File: src/rtl/ase_pkg.sv
// Shared CCI-P header types for the ASE request/response stream models,
// including the entry layout and response codes used by the stream responder.
package ase_pkg;

  localparam logic [3:0] ASE_WRLINE_I = 4'h1;
  localparam logic [3:0] ASE_WRLINE_M = 4'h2;
  localparam logic [3:0] ASE_RDLINE_I = 4'h4;
  localparam logic [3:0] ASE_WRFENCE  = 4'h5;
  localparam logic [3:0] ASE_RDLINE_S = 4'h6;

  localparam logic [3:0] ASE_RD_RSP = 4'h0;
  localparam logic [3:0] ASE_WR_RSP = 4'h1;

  localparam int ASE_RSP_TS_WIDTH = 16;
  localparam int ASE_TID_WIDTH    = 32;

  typedef struct packed {
    logic [15:0] addr;
    logic [3:0]  reqtype;
    logic [1:0]  len;
    logic [15:0] mdata;
  } TxHdr_t;

  typedef struct packed {
    logic [3:0]  resptype;
    logic [1:0]  clnum;
    logic [15:0] mdata;
  } RxHdr_t;

  typedef struct packed {
    TxHdr_t                        hdr;
    logic [ASE_TID_WIDTH-1:0]      tid;
    logic [ASE_RSP_TS_WIDTH-1:0]   ts;
  } ase_rsp_entry_t;

  typedef enum logic [1:0] {
    S_IDLE  = 2'd0,
    S_WAIT  = 2'd1,
    S_BURST = 2'd2
  } ase_rsp_state_t;

  function automatic logic is_read(input logic [3:0] reqtype);
    return (reqtype == ASE_RDLINE_I) || (reqtype == ASE_RDLINE_S);
  endfunction

endpackage

File: src/rtl/ase_rsp_fifo.sv
// Circular request store for the stream responder: header, tid and acceptance
// timestamp per entry, with occupancy count and a registered accept-ready flag.
module ase_rsp_fifo
  import ase_pkg::*;
#(
  parameter int DEPTH     = 16,
  parameter int TID_WIDTH = 32
) (
  input  logic                          clk,
  input  logic                          rst_n,
  input  logic                          push,
  input  TxHdr_t                        push_hdr,
  input  logic [TID_WIDTH-1:0]          push_tid,
  input  logic [ASE_RSP_TS_WIDTH-1:0]   push_ts,
  input  logic                          pop,
  output TxHdr_t                        head_hdr,
  output logic [TID_WIDTH-1:0]          head_tid,
  output logic [ASE_RSP_TS_WIDTH-1:0]   head_ts,
  output logic                          empty,
  output logic [$clog2(DEPTH):0]        count,
  output logic                          ready
);

  localparam int AW = $clog2(DEPTH);
  localparam logic [AW:0] FULL_CNT = (AW+1)'(DEPTH);

  TxHdr_t                        hdr_mem [DEPTH];
  logic [TID_WIDTH-1:0]          tid_mem [DEPTH];
  logic [ASE_RSP_TS_WIDTH-1:0]   ts_mem  [DEPTH];
  logic [AW-1:0]                 wr_ptr;
  logic [AW-1:0]                 rd_ptr;
  logic [AW:0]                   count_nxt;

  always_ff @(posedge clk) begin
    if (push) begin
      hdr_mem[wr_ptr] <= push_hdr;
      tid_mem[wr_ptr] <= push_tid;
      ts_mem[wr_ptr]  <= push_ts;
    end
  end

  always_comb begin
    count_nxt = count;
    if (push && !pop)
      count_nxt = count + (AW+1)'(1);
    else if (!push && pop)
      count_nxt = count - (AW+1)'(1);
  end

  // ready reflects occupancy after this cycle's push and pop
  always_ff @(posedge clk or negedge rst_n) begin
    if (!rst_n) begin
      wr_ptr <= '0;
      rd_ptr <= '0;
      count  <= '0;
      ready  <= 1'b0;
    end else begin
      if (push) wr_ptr <= wr_ptr + AW'(1);
      if (pop)  rd_ptr <= rd_ptr + AW'(1);
      count <= count_nxt;
      ready <= (count_nxt < FULL_CNT);
    end
  end

  assign head_hdr = hdr_mem[rd_ptr];
  assign head_tid = tid_mem[rd_ptr];
  assign head_ts  = ts_mem[rd_ptr];
  assign empty    = (count == '0);

endmodule

File: src/rtl/ase_stream_responder.sv
// Returns tagged RX response beats for buffered TX requests, in request order,
// once each request has aged at least LATENCY cycles.
module ase_stream_responder
  import ase_pkg::*;
#(
  parameter int DEPTH     = 16,
  parameter int TID_WIDTH = 32,
  parameter int LATENCY   = 8
) (
  input  logic                  clk,
  input  logic                  rst_n,
  input  logic                  valid_in,
  input  TxHdr_t                hdr_in,
  input  logic [TID_WIDTH-1:0]  tid_in,
  output logic                  ready_in,
  output logic                  valid_out,
  output TxHdr_t                txhdr_out,
  output RxHdr_t                rxhdr_out,
  output logic [TID_WIDTH-1:0]  tid_out,
  output logic                  overflow_err
);

  localparam int CW = $clog2(DEPTH) + 1;
  localparam logic [ASE_RSP_TS_WIDTH-1:0] LAT_TS = ASE_RSP_TS_WIDTH'(LATENCY);

  logic [ASE_RSP_TS_WIDTH-1:0] tsc;
  logic                        push;
  logic                        pop;
  logic                        emit;
  TxHdr_t                      head_hdr;
  logic [TID_WIDTH-1:0]        head_tid;
  logic [ASE_RSP_TS_WIDTH-1:0] head_ts;
  logic                        empty;
  logic [CW-1:0]               count;
  logic                        elig;
  logic                        remain;
  logic [1:0]                  last_idx;
  logic [1:0]                  bcnt;
  logic [1:0]                  bcnt_nxt;
  ase_rsp_state_t              state;
  ase_rsp_state_t              state_nxt;

  assign push = valid_in && ready_in;

  ase_rsp_fifo #(
    .DEPTH     (DEPTH),
    .TID_WIDTH (TID_WIDTH)
  ) u_fifo (
    .clk      (clk),
    .rst_n    (rst_n),
    .push     (push),
    .push_hdr (hdr_in),
    .push_tid (tid_in),
    .push_ts  (tsc),
    .pop      (pop),
    .head_hdr (head_hdr),
    .head_tid (head_tid),
    .head_ts  (head_ts),
    .empty    (empty),
    .count    (count),
    .ready    (ready_in)
  );

  // Modulo age compare stays valid across counter wrap since ages stay below 2^15
  assign elig     = !empty && ((tsc - head_ts) >= LAT_TS);
  assign last_idx = is_read(head_hdr.reqtype) ? head_hdr.len : 2'd0;
  assign remain   = (count > CW'(1)) || push;

  always_ff @(posedge clk or negedge rst_n) begin
    if (!rst_n) begin
      state <= S_IDLE;
      bcnt  <= 2'd0;
      tsc   <= '0;
    end else begin
      state <= state_nxt;
      bcnt  <= bcnt_nxt;
      tsc   <= tsc + ASE_RSP_TS_WIDTH'(1);
    end
  end

  always_comb begin
    state_nxt = state;
    bcnt_nxt  = bcnt;
    emit      = 1'b0;
    pop       = 1'b0;
    case (state)
      S_IDLE:  if (push || !empty) state_nxt = S_WAIT;
      S_WAIT:  if (elig) emit = 1'b1;
      S_BURST: emit = 1'b1;
      default: state_nxt = S_IDLE;
    endcase
    // Last beat pops the head so the next entry can start on the following edge
    if (emit) begin
      if (bcnt == last_idx) begin
        pop       = 1'b1;
        bcnt_nxt  = 2'd0;
        state_nxt = remain ? S_WAIT : S_IDLE;
      end else begin
        bcnt_nxt  = bcnt + 2'd1;
        state_nxt = S_BURST;
      end
    end
  end

  always_ff @(posedge clk or negedge rst_n) begin
    if (!rst_n) begin
      valid_out    <= 1'b0;
      txhdr_out    <= '0;
      rxhdr_out    <= '0;
      tid_out      <= '0;
      overflow_err <= 1'b0;
    end else begin
      valid_out <= emit;
      if (emit) begin
        txhdr_out          <= head_hdr;
        tid_out            <= head_tid;
        rxhdr_out.resptype <= is_read(head_hdr.reqtype) ? ASE_RD_RSP : ASE_WR_RSP;
        rxhdr_out.clnum    <= bcnt;
        rxhdr_out.mdata    <= head_hdr.mdata;
      end
      if (valid_in && !ready_in) overflow_err <= 1'b1;
    end
  end

endmodule

File: config.mk
export PLATFORM = sky130hd
export DESIGN_NAME = ase_stream_responder
export DESIGN_NICKNAME = d
export VERILOG_FILES = /design/src/rtl/ase_pkg.sv /design/src/rtl/ase_rsp_fifo.sv /design/src/rtl/ase_stream_responder.sv
export SDC_FILE = /design/constraint.sdc
export NUM_CORES = 2
export LEC_CHECK = 0
export ABC_AREA = 1
export CAP_MARGIN = 20
export CORE_ASPECT_RATIO = 2
export CORE_MARGIN = 1
export CORE_UTILIZATION = 65
export CTS_CLUSTER_DIAMETER = 150
export DETAILED_ROUTE_END_ITERATION = 8
export MAX_ROUTING_LAYER = met4
export PLACE_DENSITY_LB_ADDON = 0.08
export SLEW_MARGIN = 25
export SYNTH_ARGS = -nofsm -noshare
export SYNTH_HDL_FRONTEND = slang
export SYNTH_SLANG_ARGS = --single-unit
File: constraint.sdc
create_clock -name clk -period 11.7 [get_ports clk]
set_input_delay 2.34 -clock clk [delete_from_list [all_inputs] [get_ports clk]]
set_output_delay 2.34 -clock clk [all_outputs]
set_load 0.02 [all_outputs]
=== Yosys cells after proc, flatten, opt, wreduce, memory -nomap -nowiden ===
Memories as Yosys holds them, arrays and structs flattened. A register that Yosys moved wholly into a read port is not among the register bits.
Cells that the tools add are included.

* Bits in registers: 80
* Memory bits (writable): 1376
* Bits of input ports: 73
* Output and inout port bits: 95
* Word-level logic and storage cells: 68
* Memories kept: 3

{| class="wikitable"
|+ Memories
! memory !! words !! width !! rd ports !! clocked after Yosys merged registers in !! wr ports !! line !! source
|-
| u_fifo.hdr_mem || 16 || 38 || 1 || 0 || 1 || ase_rsp_fifo.sv:27 || <nowiki>TxHdr_t hdr_mem [DEPTH];</nowiki>
|-
| u_fifo.tid_mem || 16 || 32 || 1 || 1 || 1 || ase_rsp_fifo.sv:28 || <nowiki>logic [TID_WIDTH-1:0] tid_mem [DEPTH];</nowiki>
|-
| u_fifo.ts_mem || 16 || 16 || 1 || 0 || 1 || ase_rsp_fifo.sv:29 || <nowiki>logic [ASE_RSP_TS_WIDTH-1:0] ts_mem [DEPTH];</nowiki>
|}

* Add/subtract/negate cells: 7
* $lt $le $gt $ge: 3
* Equality and inequality tests: 7
* Muxes and demuxes: 16
* Reductions and logical operators: 17

{| class="wikitable"
|+ Operators by type and width
! cell !! count
|-
| adder 16 x 1 -> 16 bit, second input constant || 1
|-
| >= comparator 16 x 4 -> 1 bit, second input constant || 1
|-
| subtractor 16 bit || 1
|-
| two-way mux 2 bit || 5
|-
| two-way mux 5 bit || 2
|-
| adder 4 x 1 -> 4 bit, second input constant || 2
|-
| == test 4 x 3 -> 1 bit, second input constant || 2
|-
| two-way mux 1 bit || 7
|-
| adder 5 x 1 -> 5 bit, second input constant || 1
|-
| greater-than comparator 5 x 1 -> 1 bit, second input constant || 1
|-
| logical AND 1 bit || 5
|-
| zero test 1 bit || 5
|-
| zero test 5 bit || 1
|-
| less-than comparator 5 bit, second input constant || 1
|-
| subtractor 5 x 1 -> 5 bit, second input constant || 1
|-
| one-hot mux 2 bit (2 select lines) || 1
|-
| logical OR 1 bit || 3
|-
| != test 3 bit, second input constant || 1
|-
| adder 2 x 1 -> 2 bit, second input constant || 1
|-
| == test 2 x 1 -> 1 bit, second input constant || 1
|-
| == test 2 bit || 1
|-
| == test 2 bit, second input constant || 1
|-
| zero test 2 bit || 1
|-
| != test 2 x 1 -> 1 bit, second input constant || 1
|-
| 3 further kinds || 3
|}

=== Logic depth before layout (Yosys ltp) ===
An unclocked memory read counts as a cell.

* Depth after elaboration: 11
* Gate-level depth with buffers: 38
* Gate-level depth less buffers: 31

=== Cells and area by module ===
From an unflattened synthesis, not the netlist that was laid out.

* Cell total of the unflattened synthesis: 6316
* Area total of the unflattened synthesis: 64523.1 um2

{| class="wikitable"
|+ By module, submodules not included
! module !! times used !! cells an instance !! area an instance (um2) !! seq. area each (um2)
|-
| ase_rsp_fifo || 1 || 5657 || 59437.0 || 41670.0
|-
| ase_stream_responder || 1 || 659 || 5086.1 || 2377.3
|}

=== Worst setup path after synthesis ===
No wires, ideal clock.

* Path kind: input-to-reg
* Start point: input port valid_in
* End point: memory u_fifo.hdr_mem[11][0] in the netlist's numbering (enable)
* Arrival time: 6.334 ns
* Required time: 11.169 ns
* Setup slack: 4.835 ns
* Stages: 4
* Cells stage by stage: nand2_1 -> clkinv_1 -> nand2_1 -> nor2_1

* Longest elaborated chain between the ends: 3

{| class="wikitable"
|+ Ends and longest elaborated chain
! element !! line !! source
|-
| from (decl) || ase_stream_responder.sv:12 || <nowiki>input logic valid_in,</nowiki>
|-
| logical AND 1 bit || ase_stream_responder.sv:43 || <nowiki>assign push = valid_in && ready_in;</nowiki>
|-
| named net push || ase_stream_responder.sv:27 || <nowiki>logic push;</nowiki>
|-
| two-way mux 1 bit || ase_rsp_fifo.sv:35 || <nowiki>if (push) begin</nowiki>
|-
| two-way mux 1 bit (implied by the code) || ase_rsp_fifo.sv:36 || <nowiki>hdr_mem[wr_ptr] <= push_hdr;</nowiki>
|-
| to (decl) || ase_rsp_fifo.sv:27 ||
|}

The timed path passes the listed nets, and every way through them passes these cells.

=== Worst setup path in the final report ===
* Start point: register u_fifo.rd_ptr[1]
* End point: register u_fifo.count[2]

* Longest elaborated chain between the ends: 10

{| class="wikitable"
|+ Ends and longest elaborated chain
! element !! line !! source
|-
| from (decl) || ase_rsp_fifo.sv:31 || <nowiki>logic [AW-1:0] rd_ptr;</nowiki>
|-
| from (signal assigned) || ase_rsp_fifo.sv:59 || <nowiki>if (pop) rd_ptr <= rd_ptr + AW'(1);</nowiki>
|-
| memory read (16 x 16 bit) / memory read (16 x 38 bit) (equally long branches) || -- ||
|-
| subtractor 16 bit / == test 4 x 3 -> 1 bit (equally long branches) || ase_stream_responder.sv:65, ase_pkg.sv:43 ||
|-
| >= comparator 16 x 4 -> 1 bit / logical OR 1 bit (equally long branches) || ase_stream_responder.sv:65, ase_pkg.sv:43 ||
|-
| logical AND 1 bit / two-way mux 2 bit (equally long branches) || ase_stream_responder.sv:65, ase_stream_responder.sv:66 ||
|-
| two-way mux 1 bit / == test 2 bit (equally long branches) || ase_stream_responder.sv:88, ase_stream_responder.sv:94 ||
|-
| one-hot mux 1 bit (2 select lines) / two-way mux 1 bit (equally long branches) || ase_stream_responder.sv:86, ase_stream_responder.sv:94 ||
|-
| two-way mux 1 bit (*) || ase_stream_responder.sv:93 || <nowiki>if (emit) begin</nowiki>
|-
| named net pop || ase_stream_responder.sv:28 || <nowiki>logic pop;</nowiki>
|-
| logical AND 1 bit / zero test 1 bit (equally long branches) || ase_rsp_fifo.sv:46, ase_rsp_fifo.sv:44 ||
|-
| two-way mux 5 bit / logical AND 1 bit (equally long branches) || ase_rsp_fifo.sv:46, ase_rsp_fifo.sv:44 ||
|-
| two-way mux 5 bit (*) || ase_rsp_fifo.sv:44 || <nowiki>if (push && !pop)</nowiki>
|-
| to (signal assigned) || ase_rsp_fifo.sv:60 || <nowiki>count <= count_nxt;</nowiki>
|-
| to (decl) || ase_rsp_fifo.sv:20 || <nowiki>output logic [$clog2(DEPTH):0] count,</nowiki>
|}

The timed path passes the listed nets; every way through them passes the cells marked *.
A chain may end at the register's enable or synchronous reset.

==> results.md <==
* Synth Register Bits at about 1500
* Maximum VDD drop at about 0.00027 V
* Root buffer cell: clkbuf_16
* Max frequency at between 100 and 150 MHz
* Starting Density at 65.82%
* Pin slew with the least headroom to its limit at 1.118 ns
* # clock sinks at between 1000 and 1500
* Min Tclk post-route at 6.875 ns
* Worst Hold Class: flip-flop to flip-flop
* Worst path most repeated cell: nand2_1
* R2r worst-path depth at 27
* Reg-to-reg startpoint: u_fifo.rd_ptr[1]
* Reg-to-Reg End: u_fifo.count[2]
* Netlist Area Pre-Place at 0.05898 mm^2
* Layout Skew at 0.03150 ns
* Inst Count DP at 5645
* Critical Path Fanout Max at 131
* Residual antenna-violating net count after detailed routing at 0
* Crit path capture type: flip-flop
* Buffer count from post-CTS setup fixing at 0
* Most frequent cell after synthesis: edfxtp_1
* DIE HEIGHT at roughly 430 um
* Worst endpoint data arrival time at 7.53 ns
* Nets at 4693
* DR vias at 37720
* Post-CTS sizing at 0
* Synth area leader: edfxtp_1
* Compound-cell area share of the yosys netlist at 11.92%
* Drt pass-1 iters at 6
* Status: completed
* Fin. Hold Viols at 0
* CTS tree: done
* Fill count at 5920
* R2R Setup Slk at about 4.8 ns
* Clock Latency Late Sink at 0.75 ns
* Power per cell area at about 240 mW/mm^2
* Peak per-stage delay on the critical path at 1.00 ns
* Rows at 155
* Hold-fix buffers, CTS at 0
* Setup_tns at 0 ns
* Non-Filler Instances at 5873
* First-pass GRT wire length at 219.9 mm
* Mux share of post-synthesis cell area at 0%
* Post-synth EDFFs at between 1000 and 1500
* Slowest CP cell: dfrtp_4
* Deepest clock path buffer count at 3
* Fraction of registers with async set/reset at 7.340%
* Post-Synth XOR/XNOR Area at 0.3267%
* Synth top area share at 70.06%
* Synth Instances at 4571
* Total CTS buffers at 117
* Area Growth Syn to Fin at 10.53%
* Dominant synthesized flop cell: edfxtp_1
* Clock slew at reported path FFs at 0.07 ns
* Critical path endpoint: u_fifo.count[2]
* Syn. warnings at 0
* Crit path launch type: flip-flop
* Crit path kind: flip-flop to flip-flop
* Post-Synth Simple-Gate Area at 9.040%
* Ports at between 150 and 200
* Final setup vio count at 0
* Die width at between 200 and 250 um
* Dominant cells by area after synthesis: edfxtp_1, o21ai_0, nor2_1, dfrtp_1, nand2_1
* DRT iter0 DRCs at approximately 4400
* Max-Cap Viols at 0
* H-tree depth at 3
* Vias per cell at around 6.4
* Start point of the critical path: u_fifo.rd_ptr[1]
* Die ar. at 0.09201 mm^2
* Synth Area per Inst at 12.90 um^2
* Main combinational cell family by area after synthesis: compound AO/OA/AOI/OAI gates
* Largest net degree at the start of global routing at 250
* Adder-cell area share of the yosys netlist at less than 1%
* Slew Limit Fails at 0
* Tcrit/Tclk final at 58.76%
* Ratio of cells with drive above 1 in the final layout at 5.841%
* Leak pwr at 0.02234 uW
* Register area share after synthesis at 74.69%
* Synth unique cells at 40
* Post-synth top cells: edfxtp_1, o21ai_0, nor2_1
* Total Routing Usage GR at 32.88%
* Hpwl dp at ~73 mm
* Avg WL per Cell at 24.99 um
* Placer congestion estimate at 0.8309
* # DRC at 0
* Final WL at 146.8 mm
* Gr ovfl total at 0
* CORE AREA at 0.08960 mm^2
* Critical Path RT at 12.35 ns
* Unrepaired setup endpoints after global routing: false
* Slew Limit Headroom at 25.45%
* Antenna violations before repair at 5
* Number of global-route vias before repair at 37310
* Port bufs at between 150 and 200
[report_power, final]
part           switching [uW]  internal, uW  total (uW)
clock network            1840          2190        4040
logic                    3530          1500        5030
registers                 309          6430        6730
total                    5680         10100       15800
[placed cells by master (no fill, tap or decap), types with 7 or more instances in the layout]
cell type,Yosys,layout
nand4_1,9,9
inv_6,0,7
ha_1,30,30
a21oi_1,15,15
dfrtp_1,109,105
nor2_1,751,735
nand3_1,108,108
clkinvlp_4,0,7
o221ai_1,159,159
clkbuf_8,0,9
inv_1,117,114
o21ai_1,65,65
buf_4,30,47
bufinv_16,0,12
o22ai_1,147,147
o211ai_1,38,38
clkbuf_1,186,18
clkdlybuf4s50_1,0,163
xor2_1,20,20
nand2_1,479,479
clkinv_1,1,19
nor2_4,1,17
o21ai_0,790,790
clkbuf_16,0,119
edfxtp_1,1376,1376
clkinv_2,0,26
[final cells by class]
cell class                      count  area [um^2]  area share, %
Sequential cell                  1485        44060          67.60
Multi-Input combinational cell   2646        13100          20.10
Clock buffer                      146         3169          4.862
Timing Repair Buffer              219         2162          3.317
Tap cell                         1177         1473          2.259
Clock inverter                     75        730.7          1.121
Inverter                          120        475.5         0.7294
Antenna cell                        5        12.51        0.01919
[flip-flops by register name, indices dropped and copies added, names as in the netlist, 4 cells and up, named ones only]
| name | cells |
|---|---|
| rxhdr_out | 19 |
| txhdr_out | 22 |
| u_fifo.rd_ptr | 4 |
| u_fifo.count | 4 |
| u_fifo.tid_mem | 512 |
| u_fifo.wr_ptr | 4 |
| tid_out | 32 |
| tsc | 16 |
| u_fifo.ts_mem | 256 |
| u_fifo.hdr_mem | 608 |
[worst min-delay path by stage]
stage	start	to	slack, ns	cells past startpoint
6_report	tid_out[16]	tid_out[16]	0.49	2
4_1_cts	tid_out[5]	tid_out[5]	0.49	2
3_5_place_dp	txhdr_out[20]	txhdr_out[20]	0.47	2
2_1_floorplan	state[0]	state[0]	0.50	2
3_3_place_gp	overflow_err	overflow_err	0.46	1
5_1_grt	tid_out[5]	tid_out[5]	0.51	2
[worst max-delay path, delay by kind of cell (launching register included)]
family,cells,cell delay [ns]
compound gates,5,0.79
fa+ha+maj,3,0.85
buf+inv,4,1.64
flops,1,1.00
simple gates,15,2.35
[layer usage]
metal  global-route usage (%)  routed length (um)
met1                    39.79               53730
met2                    56.57               77110
met3                    3.734               11090
met4                    13.08                4824
met5                        -                   0
[cells by family after synthesis]
| logic type | Yosys count |
|---|---|
| other cells | 1 |
| fa+ha+maj | 31 |
| buf+inv | 442 |
| flops | 1485 |
| compound gates | 1225 |
| xor+xnor | 22 |
| simple gates | 1365 |
[per-stage QoR]
step | power [uW] | worst slack, ns | instance area (um^2) | util [%] | hold WS, ns
2_1_floorplan | 10200 | 4.835 | 58980 | - | 0.5022
3_3_place_gp | 11690 | 4.838 | 61210 | 68.32 | 0.4589
3_5_place_dp | 11810 | 4.729 | 61210 | 68.32 | 0.4733
4_1_cts | 15790 | 4.677 | 65110 | 72.67 | 0.4926
5_1_grt | 16550 | 4.258 | 65180 | 72.75 | 0.5054
6_report | 15800 | 4.825 | 65180 | 72.75 | 0.4898
Power figures use the tool's default switching activity.
